==> config.mk <==
export PLATFORM = sky130hd
export DESIGN_NAME = bshift_sweep
export DESIGN_NICKNAME = d
export VERILOG_FILES = /design/src/rtl/bshift_sweep.sv
export SDC_FILE = /design/constraint.sdc
export NUM_CORES = 1
export LEC_CHECK = 0
export ABC_AREA = 0
export CORE_ASPECT_RATIO = 1.1
export CORE_MARGIN = 8
export CORE_UTILIZATION = 52
export CTS_BUF_LIST = sky130_fd_sc_hd__clkbuf_4
export CTS_CLUSTER_SIZE = 24
export DETAILED_ROUTE_END_ITERATION = 8
export PLACE_DENSITY_LB_ADDON = 0.2
export SYNTH_ARGS = -nofsm -noshare
export SYNTH_HDL_FRONTEND = slang
export SYNTH_SLANG_ARGS = --single-unit
==> constraint.sdc <==
create_clock -name clk -period 4.3 [get_ports clk]
set_clock_uncertainty 0.15 [all_clocks]
set_input_delay 0.86 -clock clk [delete_from_list [all_inputs] [get_ports clk]]
set_output_delay 0.86 -clock clk [all_outputs]
set_load 0.05 [all_outputs]
==> src/rtl/bshift_sweep.sv <==
// Barrel-shifter sweep sequencer. It steps an external shifter through every
// shift amount, holds each amount for HOLD cycles, and captures the result.
// Optional build macro SWEEP_ABORT_EN adds an 'abort' input that cancels a running sweep.
module bshift_sweep #(
   parameter int HOLD = 4
) (
   input  logic       clk,
   input  logic       reset_n,
   input  logic       start,
   input  logic [7:0] a_in,
   input  logic [1:0] mode,
`ifdef SWEEP_ABORT_EN
   input  logic       abort,
`endif
   output logic [7:0] sh_a,
   output logic [2:0] sh_amt,
   output logic       sh_lr,
   input  logic [7:0] sh_y,
   output logic       busy,
   output logic       step_valid,
   output logic [7:0] y_cap,
   output logic [7:0] xor_acc,
   output logic       done
);

   // state | meaning
   // IDLE  | waiting for start; shifter drive and captures hold
   // RUN   | dwelling on each shift amount, capturing sh_y every HOLD cycles
   // DONE  | one-cycle completion pulse, then back to IDLE
   typedef enum logic [1:0] {IDLE, RUN, DONE} state_t;

   localparam logic [7:0] LAST = 8'(HOLD - 1);

   state_t     state;
   logic [7:0] cnt;
   logic       dual;

   always_ff @(posedge clk) begin
      if (!reset_n) begin
         state      <= IDLE;
         cnt        <= 8'd0;
         dual       <= 1'b0;
         sh_a       <= 8'h00;
         sh_amt     <= 3'd0;
         sh_lr      <= 1'b0;
         y_cap      <= 8'h00;
         xor_acc    <= 8'h00;
         busy       <= 1'b0;
         step_valid <= 1'b0;
         done       <= 1'b0;
      end else begin
         case (state)
            IDLE: begin
               done       <= 1'b0;
               step_valid <= 1'b0;
               if (start) begin
                  state   <= RUN;
                  sh_a    <= a_in;
                  dual    <= mode[1];
                  sh_amt  <= 3'd0;
                  sh_lr   <= (mode == 2'b01);
                  xor_acc <= 8'h00;
                  cnt     <= 8'd0;
                  busy    <= 1'b1;
               end
            end
            RUN: begin
               step_valid <= 1'b0;
`ifdef SWEEP_ABORT_EN
               if (abort) begin
                  state <= IDLE;
                  busy  <= 1'b0;
                  cnt   <= 8'd0;
               end else
`endif
               if (cnt == LAST) begin
                  cnt        <= 8'd0;
                  y_cap      <= sh_y;
                  xor_acc    <= xor_acc ^ sh_y;
                  step_valid <= 1'b1;
                  if (sh_amt != 3'd7) begin
                     sh_amt <= sh_amt + 3'd1;
                  end else if (dual && !sh_lr) begin
                     // right phase finished in a two-phase sweep: restart leftwards
                     sh_amt <= 3'd0;
                     sh_lr  <= 1'b1;
                  end else begin
                     state <= DONE;
                     busy  <= 1'b0;
                     done  <= 1'b1;
                  end
               end else begin
                  cnt <= cnt + 8'd1;
               end
            end
            DONE: begin
               done       <= 1'b0;
               step_valid <= 1'b0;
               state      <= IDLE;
            end
            default: state <= IDLE;
         endcase
      end
   end

endmodule

==> flow_metrics.env <==
export IMPL_htree_levels=2
export IMPL_grt_pass1_wl_um=7210
export IMPL_status="complete, no violations"
export IMPL_gp_routability_congestion=0.7836
export IMPL_yosysSeqAreaShare_pct=46.54
export IMPL_power_density_mw_per_mm2=332.0
export IMPL_antenna_found_initial=0
export IMPL_grt_max_degree=36
export IMPL_routed_via_count=1604
export IMPL_synth_seq_cells=42
export IMPL_synth_edff_count=0
export IMPL_synth_distinct_cells=39
export IMPL_cts_buffer_depth=2
export IMPL_rsz0062_at_grt="false"
export IMPL_antenna_cells=0
export IMPL_die_h_um=77.82
export IMPL_stdcell_count=301
export IMPL_slowest_delay_ps=830
export IMPL_yosys_warnings=0
export IMPL_fin_hold_ws_ps=320.6
export IMPL_cp_cell_sequence="clkdlybuf4s50_1"
export IMPL_drc=0
export IMPL_fin_nets=276
export IMPL_worstHoldPathCells=2
export IMPL_timing_final_crit_share_pct=61.00
export IMPL_clkTransAtPathRegs_ps=130
export IMPL_ys_async_sr_fraction_pct=0
export IMPL_worst_pin_slew_ps=865.8
export IMPL_cts_root_buffer="clkbuf_4"
export IMPL_path_max_fanout=4
export IMPL_setup_tns_ps=0
export IMPL_wl_per_cell_um=14.31
export IMPL_io_pins=52
export IMPL_dpl_cell_count=293
export IMPL_die_w_um=72.20
export IMPL_critPathArrivalTime_ps=1610
export IMPL_min_period_ps=2623
export IMPL_crit_family="buffers and inverters"
export IMPL_slew_viol_final=0
export IMPL_syn_inst=202
export IMPL_syn_cell_area_mm2=0.001807
export IMPL_start_util_pct=54.24
export IMPL_hold_path_class="reg -> reg"
export IMPL_syn_avg_cell_area_um2=8.944
export IMPL_critPathKind="reg -> out"
export IMPL_grt_overflow=0
export IMPL_setup_viol=0
export IMPL_worst_slew_margin_rel_pct=41.97
export IMPL_cts_sinks=42
export IMPL_cts_buffers_inserted=5
export IMPL_cts_resized=0
export IMPL_fillers=278
export IMPL_dieArea_mm2=0.005619
export IMPL_cp_num_buf_inv=1
export IMPL_drive_gt1_share_pct=6.324
export IMPL_hold_buffers=0
export IMPL_syn_to_final_growth_pct=35.11
export IMPL_drt_iter0_drc=117
export IMPL_port_buffers=51
export IMPL_core_area_mm2=0.003331
export IMPL_synth_ff_type="dfxtp_1"
export IMPL_track_usage_pct=15.80
export IMPL_drtPass1Iterations=4
export IMPL_cap_violations=0
export IMPL_crit_cells=1
export IMPL_fmax_ghz=0.3813
export IMPL_hold_violations=0
export IMPL_totalWireLength_um=4307
export IMPL_grt_pass1_vias=1614
export IMPL_design_area_mm2=0.002441
export IMPL_worstSkewPairLatency_ps=350
export IMPL_cp_end_kind="primary output"
export IMPL_cellLeakagePower_nw=0.8632
export IMPL_rows=22
export IMPL_critical_path_slowest_cell="clkdlybuf4s50_1"
export IMPL_reg2reg_depth=5
export IMPL_post_cts_buffers=0
export IMPL_regArea_um2=840.8
export IMPL_irDropWorstVdd_mv=0.1871
export IMPL_cts_tree="done"
export IMPL_vias_per_cell=5.329
export IMPL_place_area_mm2=0.002340
export IMPL_crit_required_ps=3290
export IMPL_syn_num_nets=226
export IMPL_multi_input_area_um2=905.9
export IMPL_start_kind="flop"
export IMPL_hpwl_um=2966
export IMPL_ant_nets=0
[cell usage after synthesis, types with 2 or more instances]
cell,instances,share of area [%]
dfxtp_1,42,47
nand2_1,36,7.5
a21boi_0,21,8.7
nor2_1,13,2.7
nand4_1,12,4.2
a21oi_1,9,2.5
xor2_1,8,3.9
o21ai_0,7,1.9
nand3_1,5,1.4
clkbuf_1,4,0.83
buf_2,3,0.83
ha_1,3,2.1
nor2b_1,3,1.0
o21a_1,3,1.2
a32o_1,2,1.1
and3_1,2,0.69
inv_1,2,0.42
nand2b_1,2,0.69
nand3_2,2,1.1
nand3b_1,2,0.83
nor3_1,2,0.55
xnor2_1,2,0.97
[power by group]
part	switching, mW	internal [mW]
Clock	0.128	0.179
Sequential	0.00671	0.398
Combinational	0.0577	0.0412
Total	0.192	0.618
[cell usage in the layout, fill, tap and decap left out, types with 5 or more instances in the layout]
cell type	count
clkdlybuf4s50_1	51
nor2_1	13
a21boi_0	21
o21ai_0	7
xor2_1	8
a21oi_1	9
nand3_1	5
nand4_1	12
nand2_1	36
clkbuf_4	5
dfxtp_1	42
[worst paths after layout]
| check | slack (ps) | endpoint | startpoint |
|---|---|---|---|
| max | 1680 | sh_amt[0] | sh_amt[0] |
| min | 320 | sh_a[7] | sh_a[7] |
| max reg2reg | 1790 | sh_amt[1] | cnt[0] |
| min reg2reg | 320 | sh_a[7] | sh_a[7] |
[registers in the layout (all words and copies together), names as in the netlist, 2 cells and up]
register,flops
cnt,8
sh_a,8
xor_acc,8
y_cap,8
sh_amt,3
state,2
[kinds of logic (layout without fill, tap and decap cells)]
| family | after synthesis | after routing | share of synthesized area (%) |
|---|---|---|---|
| fa+ha+maj | 3 | 3 | 2.078 |
| compound gates | 48 | 48 | 17.94 |
| mux | 2 | 2 | 1.177 |
| simple gates | 85 | 85 | 24.10 |
| buf+inv | 12 | 63 | 3.324 |
| flops | 42 | 42 | 46.54 |
| xor+xnor | 10 | 10 | 4.848 |
[stage by stage]
| step | total power, mW | setup slack (ps) | utilization [%] |
|---|---|---|---|
| 5_1_grt | 0.8399 | 1617 | 73.29 |
| 2_1_floorplan | 0.4714 | 2362 | - |
| 4_1_cts | 0.8164 | 1672 | 73.29 |
| 3_3_place_gp | 0.5116 | 1685 | 70.25 |
| 6_report | 0.8106 | 1677 | 73.29 |
| 3_5_place_dp | 0.5127 | 1584 | 70.25 |
[final cells by class]
type | count | area share, %
Multi-Input combinational cell | 148 | 37.11
Sequential cell | 42 | 34.44
Timing Repair Buffer | 53 | 21.53
Clock inverter | 3 | 2.614
Tap cell | 48 | 2.460
Clock buffer | 5 | 1.538
Inverter | 2 | 0.3075
[routing by layer]
layer  track usage (%)  part of all wire (%)  vias to the layer above
met2             26.13                    49                       44
met4             7.157                   1.7                        0
li1                  -                     -                      805
met3             6.170                   7.5                        7
met5                 0                     0                        -
met1             17.30                    42                      748
No activity file was read; power rests on OpenSTA's default activity.
==> RTL change 1 (same flow settings) <==
The option `SWEEP_ABORT_EN` is turned on by a define.
--- a/src/rtl/bshift_sweep.sv
+++ b/src/rtl/bshift_sweep.sv
@@ -1,6 +1,8 @@
 // Barrel-shifter sweep sequencer. It steps an external shifter through every
 // shift amount, holds each amount for HOLD cycles, and captures the result.
 // Optional build macro SWEEP_ABORT_EN adds an 'abort' input that cancels a running sweep.
+`define SWEEP_ABORT_EN
+
 module bshift_sweep #(
    parameter int HOLD = 4
 ) (
Interface: changed (added abort); port bits go from 52 to 53. The function was not compared with the original's and may differ.
==> RTL change 1 against the original RTL <==
First-iteration DRC count down 2.6%. Synthesized area down 5.1%. Wire length down 4.3%. Cell area down 4.6%. Worst setup slack worse by 0.32 ns. Sequential cell count unchanged. Sequential share of layout area up 1.7 points. Register-to-register slack worse by 0.26 ns. Global-route usage up 0.40 points. Combinational power down 11%. Worst hold slack worse by 0.0011 ns. Critical path depth up 4. Total power down 8.4%. Largest power group unchanged.
==> RTL change 1: results (changes against the original RTL) <==
stage,metric,value,unit,change
status,status,finished clean,,
global_route,antenna_found_initial,0,,unchanged
hold_path,hp-class,reg -> reg,,
placed_design,pre_cts_slack,1.02,ns,-0.569 ns
clock_tree,clock_latency,0.36,ns,
clock_tree,cts_resized,0,,unchanged
logic_synthesis,syn-num-nets,216,,-4.4%
logic_synthesis,synth-compound-area-share,0.129,,-0.0502
placed_design,place_hpwl,2960,µm,-0.32%
setup_path,worstPathArrival,3.09,ns,+1.48 ns
logic_synthesis,synth_area_leaders,"dfxtp_1 (49%), a21boi_0 (8.8%), nand2_1 (8.3%)",,
routing,drtIter0Drc,114,,-2.6%
setup_path,rrSetupSlack,1.53,ns,-0.26 ns
die,std_cell_rows,22,,unchanged
setup_path,crit_fanout,12,,+8
logic_synthesis,synth.distinct_cells,30,,-23%
global_route,grt_pass1_wl,7070,µm,-2.0%
setup_path,timing.rr.end,sh_amt[1],,
power,p_leak,0.842,nW,-2.5%
setup_path,cpMaxStageDelayCell,nor3b_2,,
setup_path,crit_path_max_incr_delay,0.60,ns,-0.23 ns
logic_synthesis,ys.warnings.count,0,,unchanged
logic_synthesis,yosys-top-cells-count,"dfxtp_1 (42), nand2_1 (38), a21boi_0 (20), nor2_1 (19), nand4_1 (12)",,
placed_design,place_congestion,0.769,,-1.9%
global_route,grt_use_total,0.162,,+0.00399
global_route,grt_pass1_vias,1482,,-8.2%
setup_path,worstReg2RegStart,cnt[4],,
clock_tree,clkTransAtPathRegs,0.12,ns,
hold_path,min_to,sh_a[1],,
finish,drive_above_1_share,0.0576,,-0.00563
finish,num_antenna_cells,0,,unchanged
placed_design,postPlaceCellArea,2250,µm²,-3.8%
logic_synthesis,synthAdderAreaFrac,0.0219,,+0.00112
clock_tree,cts_max_path_buffers,2,,unchanged
clock_tree,cts_setup_buffers,0,,unchanged
finish,nNetsFinal,267,,-3.3%
routing,drt-total-wl,4120,µm,-4.3%
power,ir_drop,268,µV,+43%
logic_synthesis,synthArstFlopShare,0,,unchanged
hold_path,hold_start,sh_a[1],,
placed_design,io_buffers,52,,+2.0%
routing,drt-met1-wl,1860,µm,+2.3%
hold_path,hold_depth,2,,unchanged
logic_synthesis,seq_area_frac_synth,0.491,,+0.0251
logic_synthesis,synth_ff_type,dfxtp_1,,
routing,vias_per_cell,5.31,,-0.32%
sta,hold_viol_final,0,,unchanged
clock_tree,htree_levels,2,,unchanged
routing,route.top_layer_used,met4,,
global_route,grt_start_max_net_pins,30,,-17%
logic_synthesis,synth_mux_area_frac,0.0117,,-0.0000940
routing,wl_met2,1910,µm,-8.8%
clock_tree,cts_root_buffer,clkbuf_4,,
clock_tree,cts_buffers,5,,unchanged
setup_path,rr_worst_depth,4,,-1
sta,worst_pin_slew,1.14,ns,+0.274 ns
routing,first_pass_iters,4,,unchanged
routing,met3WireLength,287,µm,-11%
logic_synthesis,synth_xor_area_frac,0.0766,,+0.0282
==> RTL change 1: per-layer routing <==
layer  up-vias  track usage
met5         -            0
li1        751            -
met2        43        0.263
met4         0       0.0583
met1       682        0.187
met3         6       0.0632
==> RTL change 1: worst max-delay path by stage <==
stage	from	end	slack, ns
floorplan	reset_n	sh_amt[0]	2.27
global placement	abort	sh_amt[0]	1.07
detailed placement	abort	sh_amt[1]	1.02
CTS	abort	sh_amt[1]	1.40
global route	abort	sh_amt[2]	1.12
finish	abort	sh_amt[1]	1.35
==> RTL change 1: power by group <==
part            total, W  internal [W]  switching (W)  leakage, nW
clock network   0.000251      0.000120       0.000131       0.0450
logic          0.0000880     0.0000385      0.0000495        0.456
registers       0.000403      0.000397     0.00000577        0.340
total           0.000742      0.000556       0.000186        0.842
==> RTL change 1: layout make-up <==
cell class                 instances  area [µm²]
tap                               36        45.0
inverter                           1        3.75
sequential                        42         841
clock buffer                       5        37.5
timing repair buffer              54         536
multi-input combinational        138         826
clock inverter                     3        40.0
fill                             267         920
==> RTL change 1: through the flow <==
stage	total power [W]	std cells	hold slack [ns]	util
detailed placement	0.000500	271	0.307	0.693
global placement	0.000499	271	0.299	0.693
floorplan	0.000461	191	0.304	-
global route	0.000773	279	0.355	0.717
CTS	0.000748	279	0.325	0.717
finish	0.000742	279	0.319	0.717
==> RTL change 1: worst max-delay path, delay by kind of cell <==
kind                   cells  cell delay (ns)
and+or+nand+nor            2             1.11
AOI/OAI and AO/OA          1             0.46
muxes                      1             0.22
buffers and inverters      1             0.43
==> RTL change 2 (same flow settings) <==
Without the edit above. Make the reset (`reset_n`) asynchronous in one clocked block.
--- a/src/rtl/bshift_sweep.sv
+++ b/src/rtl/bshift_sweep.sv
@@ -35,7 +35,7 @@
    logic [7:0] cnt;
    logic       dual;
 
-   always_ff @(posedge clk) begin
+   always_ff @(posedge clk or negedge reset_n) begin
       if (!reset_n) begin
          state      <= IDLE;
          cnt        <= 8'd0;
Formal check against the unedited RTL: differs if reset_n is asserted again (counterexample within 4 cycles, from zero or initial values and one cycle with reset_n low); with reset_n held inactive, the same outputs for 10 cycles.
==> RTL change 2 against the original RTL <==
Wire length rose by 10%. Worst setup slack got worse by 0.057 ns. Global-route usage is 1.7 points higher. Sequential cell count unchanged. Die area rose by 6.0%. Cell area increased by 3.4%. Synthesized area grew 7.7%. Sequential share of layout area grew 7.2 points. Fmax down 2.1%. Via count decreased by 4.7%. Register-to-register slack lost 0.17 ns. Critical path type is now reg -> reg.
Power is not compared: it rests on default switching activity, and its combinational part moved more than twofold at a synthesized area within 25%.
==> RTL change 2: results (changes against the original RTL) <==
stage,metric,value,unit,change
sta,slew_headroom,0.315,,-0.105
clock_tree,cts_buffers,5,,unchanged
hold_path,hold_depth,1,,-1
finish,num_antenna_cells,0,,unchanged
global_route,antenna_found_initial,0,,unchanged
routing,vias_per_cell,5.74,,+7.8%
sta,setup_viol,0,,unchanged
clock_tree,cts_max_path_buffers,2,,unchanged
placed_design,place_congestion,0.825,,+5.3%
routing,drtIter0Drc,63,,-46%
placed_design,postPlaceCellArea,2480,µm²,+5.8%
setup_path,start_kind,register,,
logic_synthesis,synthArstFlopShare,1.00,,+1.00
placed_design,io_buffers,51,,unchanged
setup_path,rr_worst_depth,4,,-1
global_route,grt_pass1_wl,7790,µm,+8.0%
setup_path,crit_fanout,23,,+19
placed_design,place_hpwl,3530,µm,+19%
clock_tree,htree_levels,2,,unchanged
logic_synthesis,synth.distinct_cells,35,,-10%
logic_synthesis,seq_area_frac_synth,0.540,,+0.0748
status,status,finished clean,,
setup_path,worstPathArrival,2.82,ns,+1.21 ns
logic_synthesis,synth_area_leaders,"dfrtp_1 (54%), mux2_2 (9.8%), a211o_1 (4.1%)",,
placed_design,pre_cts_slack,1.43,ns,-0.153 ns
clock_tree,clkTransAtPathRegs,0.12,ns,
sta,period_share,0.623,,+0.0132
clock_tree,clock_latency,0.36,ns,
routing,first_pass_iters,4,,unchanged
power,ir_drop,461,µV,
clock_tree,cts_resized,0,,unchanged
global_route,grt_use_total,0.175,,+0.0166
logic_synthesis,ys.warnings.count,0,,unchanged
global_route,grt_start_max_net_pins,43,,+19%
routing,drt-total-wl,4750,µm,+10%
hold_path,hp-class,reg -> reg,,
finish,nNetsFinal,240,,-13%
power,p_leak,1.05,nW,
finish,drive_above_1_share,0.139,,+0.0756
logic_synthesis,syn-num-nets,189,,-16%
global_route,grt_pass1_vias,1615,,+0.062%
logic_synthesis,yosys-top-cells-count,"dfrtp_1 (42), mux2_2 (17), nor2_1 (10), o21ai_0 (10)",,
clock_tree,cts_setup_buffers,0,,unchanged
clock_tree,cts_root_buffer,clkbuf_4,,
logic_synthesis,synth_ff_type,dfrtp_1,,
-- RTL change 2: changes by cell type in the layout (fill, tap and decap cells not counted), moves of 9 or more --
cell      change
a21boi_0     -20
dfrtp_1      +42
nand2_1      -27
mux2_2       +16
nand4_1      -10
dfxtp_1      -42
a211o_1       +9
-- RTL change 2: layout make-up --
class / instances / area (µm²)
clock buffers: 5 / 37.5
clock inverters: 2 / 10.0
fillers: 301 / 1100
inverters: 3 / 11.3
multi-input cells: 113 / 846
flip-flops and latches: 42 / 1050
well taps: 50 / 62.6
repair buffers: 51 / 505
-- RTL change 2: metal layers --
| metal | up-vias | track usage | share of wire | wire length [µm] |
|---|---|---|---|---|
| met5 | - | 0 | 0 | 0 |
| met4 | 0 | 0.0647 | 0.016 | 76 |
| met3 | 8 | 0.0610 | 0.059 | 278 |
| met2 | 40 | 0.305 | 0.54 | 2550 |
| met1 | 771 | 0.188 | 0.39 | 1850 |
| li1 | 709 | - | - | - |
-- RTL change 2: stage by stage --
step / std cells / total power (W)
after CTS: 266 / 0.00216
after global placement: 259 / 0.00193
final: 266 / 0.00214
after detailed placement: 259 / 0.00197
after global routing: 266 / 0.00226
after floorplan: 165 / 0.00157
-- RTL change 2: path summary, 6_finish.rpt --
check | from | endpoint | slack, ns
min in group asynchronous | reset_n | sh_a[3] | 0.46
worst min register to register | done | done | 0.36
worst min-delay path | done | done | 0.36
worst max-delay path | state[1] | xor_acc[4] | 1.62
max in group asynchronous | reset_n | y_cap[0] | 2.95
worst max register to register | state[1] | xor_acc[4] | 1.62
-- RTL change 2: report_power, final --
group	switching (W)	leakage [nW]	total [W]	internal, W
clock	0.000127	0.0308	0.000186	0.0000589
sequential	0.000133	0.499	0.000692	0.000559
combinational	0.000789	0.521	0.00126	0.000476
-- RTL change 2: worst max-delay path, cell delays in order (launching register included) --
cell      delay [ns]
dfrtp_1         0.44
nand2b_1        0.52
a31oi_2         0.99
nand2b_4        0.37
a211o_1         0.14
-- RTL change 2: cell families after synthesis --
| logic type | after synthesis | synth area share |
|---|---|---|
| simple gates | 55 | 0.173 |
| flops | 42 | 0.540 |
| buf+inv | 10 | 0.0251 |
| xor+xnor | 1 | 0.00450 |
| mux | 17 | 0.0984 |
| fa+ha+maj | 3 | 0.0193 |
| compound gates | 37 | 0.140 |
